===== config.mk =====
export PLATFORM = sky130hd
export DESIGN_NAME = mmio_confreg
export DESIGN_NICKNAME = d
export VERILOG_FILES = /design/src/rtl/mmio_confreg.sv
export SDC_FILE = /design/constraint.sdc
export NUM_CORES = 1
export LEC_CHECK = 0
export CAP_MARGIN = 40
export CORE_ASPECT_RATIO = 2
export CORE_MARGIN = 8
export CORE_UTILIZATION = 58
export CTS_CLUSTER_SIZE = 24
export DETAILED_ROUTE_END_ITERATION = 10
export PLACE_DENSITY = 0.92
export SLEW_MARGIN = 20
export SYNTH_ARGS = -nofsm -noshare
export SYNTH_HDL_FRONTEND = slang
export SYNTH_SLANG_ARGS = --single-unit
export TNS_END_PERCENT = 1

===== constraint.sdc =====
create_clock -name clk -period 7 [get_ports clk]
set_input_delay 1.4 -clock clk [delete_from_list [all_inputs] [get_ports clk]]
set_output_delay 1.4 -clock clk [all_outputs]
set_load 0.03 [all_outputs]

===== src/rtl/mmio_confreg.sv =====
// Data-side MMIO block: CLINT-style mtime/mtimecmp timer plus an optional buffered UART transmitter.
// The UART (TX FIFO, status register, drain FSM) is built only when MMIO_UART_EN is defined.
module mmio_confreg #(
    parameter int FIFO_DEPTH = 4,
    parameter int TX_DIV     = 1,
    parameter int TICK_DIV   = 1
) (
    input  logic        clk,
    input  logic        rst_n,
    input  logic        conf_en,
    input  logic [7:0]  conf_wen,
    input  logic [63:0] conf_addr,
    input  logic [63:0] conf_wdata,
    output logic [63:0] conf_rdata,
    output logic        timer_int,
    output logic        uart_out_valid,
    output logic [7:0]  uart_out_ch
);

    localparam logic [63:0] ADDR_MTIMECMP  = 64'h0000_0000_0200_4000;
    localparam logic [63:0] ADDR_MTIME     = 64'h0000_0000_0200_BFF8;
    localparam logic [63:0] ADDR_UART_TX   = 64'h0000_0000_1000_0000;
    localparam logic [63:0] ADDR_UART_STAT = 64'h0000_0000_1000_0008;
    localparam int          PW             = (TICK_DIV > 1) ? $clog2(TICK_DIV) : 1;

    logic [63:0] addr;
    logic        rdEn;
    logic        wrEn;
    logic [63:0] rdataSel;

    logic [PW-1:0] presc_q, presc_d;
    logic          tick;
    logic [63:0]   mtime_q, mtime_d;
    logic [63:0]   mtimecmp_q, mtimecmp_d;

    assign addr = conf_addr & ~64'h7;
    assign rdEn = conf_en && (conf_wen == 8'h00);
    assign wrEn = conf_en && (conf_wen != 8'h00);

    function automatic logic [63:0] byteMerge(input logic [63:0] oldVal,
                                              input logic [63:0] newVal,
                                              input logic [7:0]  wen);
        logic [63:0] res;
        res = oldVal;
        for (int i = 0; i < 8; i++) begin
            if (wen[i]) res[8*i +: 8] = newVal[8*i +: 8];
        end
        return res;
    endfunction

    assign tick = (presc_q == PW'(TICK_DIV - 1));

    // A software write to MTIME replaces the tick entirely; unwritten bytes keep the pre-increment value.
    always_comb begin
        presc_d    = tick ? '0 : presc_q + 1'b1;
        mtime_d    = tick ? mtime_q + 64'd1 : mtime_q;
        mtimecmp_d = mtimecmp_q;
        if (wrEn && addr == ADDR_MTIME) begin
            mtime_d = byteMerge(mtime_q, conf_wdata, conf_wen);
        end
        if (wrEn && addr == ADDR_MTIMECMP) begin
            mtimecmp_d = byteMerge(mtimecmp_q, conf_wdata, conf_wen);
        end
    end

    always_ff @(posedge clk or negedge rst_n) begin
        if (!rst_n) begin
            presc_q    <= '0;
            mtime_q    <= '0;
            mtimecmp_q <= '1;
            timer_int  <= 1'b0;
            conf_rdata <= '0;
        end else begin
            presc_q    <= presc_d;
            mtime_q    <= mtime_d;
            mtimecmp_q <= mtimecmp_d;
            timer_int  <= (mtime_q >= mtimecmp_q);
            if (rdEn) conf_rdata <= rdataSel;
        end
    end

`ifdef MMIO_UART_EN
    localparam int AW = $clog2(FIFO_DEPTH);
    localparam int CW = (TX_DIV > 1) ? $clog2(TX_DIV) : 1;

    typedef enum logic {
        TX_IDLE,
        TX_GAP
    } txState_t;

    logic [7:0]    fifoMem_q [FIFO_DEPTH];
    logic [AW-1:0] wrPtr_q, rdPtr_q;
    logic [AW:0]   count_q, count_d;
    logic [15:0]   drops_q, drops_d;
    logic [7:0]    lastCh_q;
    txState_t      state_q, state_d;
    logic [CW-1:0] gap_q, gap_d;
    logic          push, pushOk, pop, full, empty;
    logic [63:0]   uartStat;

    assign full   = (count_q == (AW+1)'(FIFO_DEPTH));
    assign empty  = (count_q == '0);
    assign push   = wrEn && (addr == ADDR_UART_TX) && conf_wen[0];
    assign pushOk = push && !full;
    assign pop    = (state_q == TX_IDLE) && !empty;

    assign uart_out_valid = pop;
    assign uart_out_ch    = pop ? fifoMem_q[rdPtr_q] : lastCh_q;
    assign uartStat       = {32'h0, drops_q, 3'b000, 5'(count_q), 6'b000000, full, empty};

    always_comb begin
        count_d = count_q + (AW+1)'(pushOk) - (AW+1)'(pop);
        drops_d = drops_q;
        if (push && full && drops_q != 16'hFFFF) drops_d = drops_q + 16'd1;
    end

    // Drain FSM: the GAP state holds off the next pop so strobes are at least TX_DIV cycles apart.
    always_comb begin
        state_d = state_q;
        gap_d   = gap_q;
        case (state_q)
            TX_IDLE: begin
                if (!empty && TX_DIV > 1) begin
                    state_d = TX_GAP;
                    gap_d   = CW'(TX_DIV - 1);
                end
            end
            TX_GAP: begin
                if (gap_q <= CW'(1)) state_d = TX_IDLE;
                else                 gap_d   = gap_q - 1'b1;
            end
            default: state_d = TX_IDLE;
        endcase
    end

    always_ff @(posedge clk) begin
        if (pushOk) fifoMem_q[wrPtr_q] <= conf_wdata[7:0];
    end

    always_ff @(posedge clk or negedge rst_n) begin
        if (!rst_n) begin
            wrPtr_q  <= '0;
            rdPtr_q  <= '0;
            count_q  <= '0;
            drops_q  <= '0;
            lastCh_q <= '0;
            state_q  <= TX_IDLE;
            gap_q    <= '0;
        end else begin
            if (pushOk) wrPtr_q <= wrPtr_q + 1'b1;
            if (pop) begin
                rdPtr_q  <= rdPtr_q + 1'b1;
                lastCh_q <= fifoMem_q[rdPtr_q];
            end
            count_q <= count_d;
            drops_q <= drops_d;
            state_q <= state_d;
            gap_q   <= gap_d;
        end
    end
`else
    assign uart_out_valid = 1'b0;
    assign uart_out_ch    = 8'h00;
`endif

    always_comb begin
        rdataSel = '0;
        case (addr)
            ADDR_MTIMECMP:  rdataSel = mtimecmp_q;
            ADDR_MTIME:     rdataSel = mtime_q;
`ifdef MMIO_UART_EN
            ADDR_UART_STAT: rdataSel = uartStat;
`endif
            default:        rdataSel = '0;
        endcase
    end

endmodule


==> impl_metrics.toml <==
[floorplan]
dieHeight_um = 215.8
dieArea_mm2 = 0.02500
core_area_mm2 = 0.01973
initial_core_util = 0.5866
die_w_um = 115.9
core.rowCount = 73
io_pins = 213

[yosys]
ys_types = 68
ys.flop_type = "dfrtp_1"
ys_async_sr_fraction = 1.000
yosys_warnings = 0
synthCells = 1230
synthesis.area_mm2 = 0.01157
syn_avg_cell_area_um2 = 9.408
synth_edf_count = 0
ys_ff_latch = 193
seq_area_frac_synth = 0.4243

[sta]
setup_viol = 0
drv_slew = 0
clock_skew_ps = 12.85
min_period_over_period = 0.6347
layout_setup_ws_ps = 2557
hold_viol_final = 0
rsz0062_at_grt = "false"
tightest_slew_ps = 792.6
period_needed_ps = 4443
finalSetupTns_ps = 0
slew_headroom = 0.4703
fmax_mhz = 225.1

[finish]
final_nets = 1616
layout-drive-gt1-share = 0.1537
mostFrequentLayoutCells = "199 x clkdlybuf4s50_1, 129 x dfrtp_1, 125 x nand2_1"
syn2layout_area_growth_pct = 24.58
fillers = 1393
final_area_mm2 = 0.01442
final_common_cell = "clkdlybuf4s50_1"
final_util = 0.7307

[clock_tree]
cts-root-buf = "clkbuf_16"
clkLatencyLatePin_ps = 450
clk_pin_slew_worst_paths_ps = 80
clkSinkCount = 193
cts.path.max_buffers = 2
cts_tree = "built"
post_cts_buffers = 0
cts_hold_buf = 0
numCtsBuffers = 17
cts_resized = 0
htreeDepth = 4

[route]
drc = 0
first_pass_iters = 8
vias = 11280
drt_wl_total_mm = 38.35
dr.first_iter.drc_count = 1004
ant_nets = 0
vias_per_cell = 6.682
wl_per_cell_um = 22.72

[global_route]
first_global_vias = 11890
grt_overflow_total = 0
grt_max_degree = 92
grt_pass1_wl_mm = 61.62
antenna_found_initial = 1
gr-usage-all-layers = 0.3163

[place]
place.gp.congestion = 0.9409
dpl_worst_slack_ps = 2211
placed_area_mm2 = 0.01376
port_buffers = 200
dp_hpwl_mm = 27.31

[power_and_ir_drop]
powerDensity_mw_per_mm2 = 158.9
report.power.total_mw = 2.291
leakagePower_nw = 5.432
peakVddDrop_mv = 0.1054

[outcome]
status = "complete, no violations"

[critical_path]
startpoint_type = "input port"
crit_path_end_kind = "flop"
arrival_ps = 4820
crit_required_ps = 7370
critPathMaxFanout = 35
critPathKind = "in2reg"

[hold_path]
min_path_type = "reg2reg"

[run]
maxCapViolations = 0
==> cells by family after synthesis <==
family / count (synthesis) / synth area share
simple gates: 403 / 0.1872
compound gates: 348 / 0.1989
buf+inv: 154 / 0.05514
flops: 193 / 0.4243
fa+ha+maj: 65 / 0.07028
mux: 65 / 0.06314
other cells: 1 / 0.0003240
xor+xnor: 1 / 0.0007570
==> Yosys cell counts, types with 7 or more instances <==
library cell,count,area [um2]
nand2_1,125,469.2
and4_1,8,70.07
a211o_1,17,148.9
nand3_1,50,250.2
o221a_2,12,135.1
ha_1,65,813.3
clkbuf_1,39,146.4
a22oi_1,65,488.0
a21o_1,14,105.1
o21bai_1,8,60.06
nor2_1,56,210.2
dfstp_2,64,1682
a211oi_1,15,112.6
or4_1,7,52.55
inv_1,93,349.1
and3_1,14,87.58
nand4_1,41,256.5
nor3_1,16,80.08
a21oi_1,67,335.3
dfrtp_1,129,3228
mux2_2,64,720.7
or3_1,9,56.30
nor4_1,37,231.5
o21ai_0,99,495.5
buf_4,11,82.58
==> per-layer routing <==
metal	part of all wire	vias up	GRT usage
met5	0	-	0
met4	0.074	0	0.2273
met3	0.084	231	0.08252
met2	0.52	717	0.5378
met1	0.32	5389	0.3243
li1	-	4943	-
==> per-stage QoR <==
stage                     instances  hold slack, ps
after floorplan                1238           489.0
after global placement         1652           460.2
after detailed placement       1652           469.9
after CTS                      1684           486.1
after global routing           1688           504.4
final                          1688           483.2
==> flip-flops by register name, indices dropped and copies added (netlist names) <==
| signal | count |
|---|---|
| timer_int | 1 |
| mtime_q | 64 |
| mtimecmp_q | 64 |
| conf_rdata | 64 |
==> critical path: stages <==
cell	delay, ps
clkdlybuf4s50_1	420
nor4_1	390
nand4_1	360
or4_4	800
nor2_4	680
buf_4	380
o21ai_0	160
a21oi_1	190
==> final timing paths <==
kind | endpoint | start | cells past startpoint | slack, ps
hold reg to reg | conf_rdata[6] | conf_rdata[6] | 2 | 480
hold / removal | conf_rdata[6] | conf_rdata[6] | 2 | 480
setup reg to reg | mtime_q[54] | mtime_q[0] | 7 | 3510
setup / recovery | mtime_q[17] | conf_addr[60] | 8 | 2560
max in group asynchronous | conf_rdata[17] | rst_n | 3 | 4880
min in group asynchronous | conf_rdata[49] | rst_n | 1 | 830
==> layout make-up <==
cell class / count / area (um2) / area share
clock buffer: 20 / 466.7 / 0.03237
clock inverter: 12 / 146.4 / 0.01015
antenna: 1 / 2.502 / 0.0001736
multi-input combinational: 891 / 6076 / 0.4215
tap: 262 / 327.8 / 0.02274
inverter: 93 / 349.1 / 0.02421
timing repair buffer: 216 / 2138 / 0.1483
sequential: 193 / 4910 / 0.3406
==> where the power goes <==
part / switching [mW] / internal [mW]
combinational: 0.0743 / 0.0739
sequential: 0 / 1.12
clock: 0.464 / 0.563
total: 0.538 / 1.75
(Power assumes the default switching activity.)
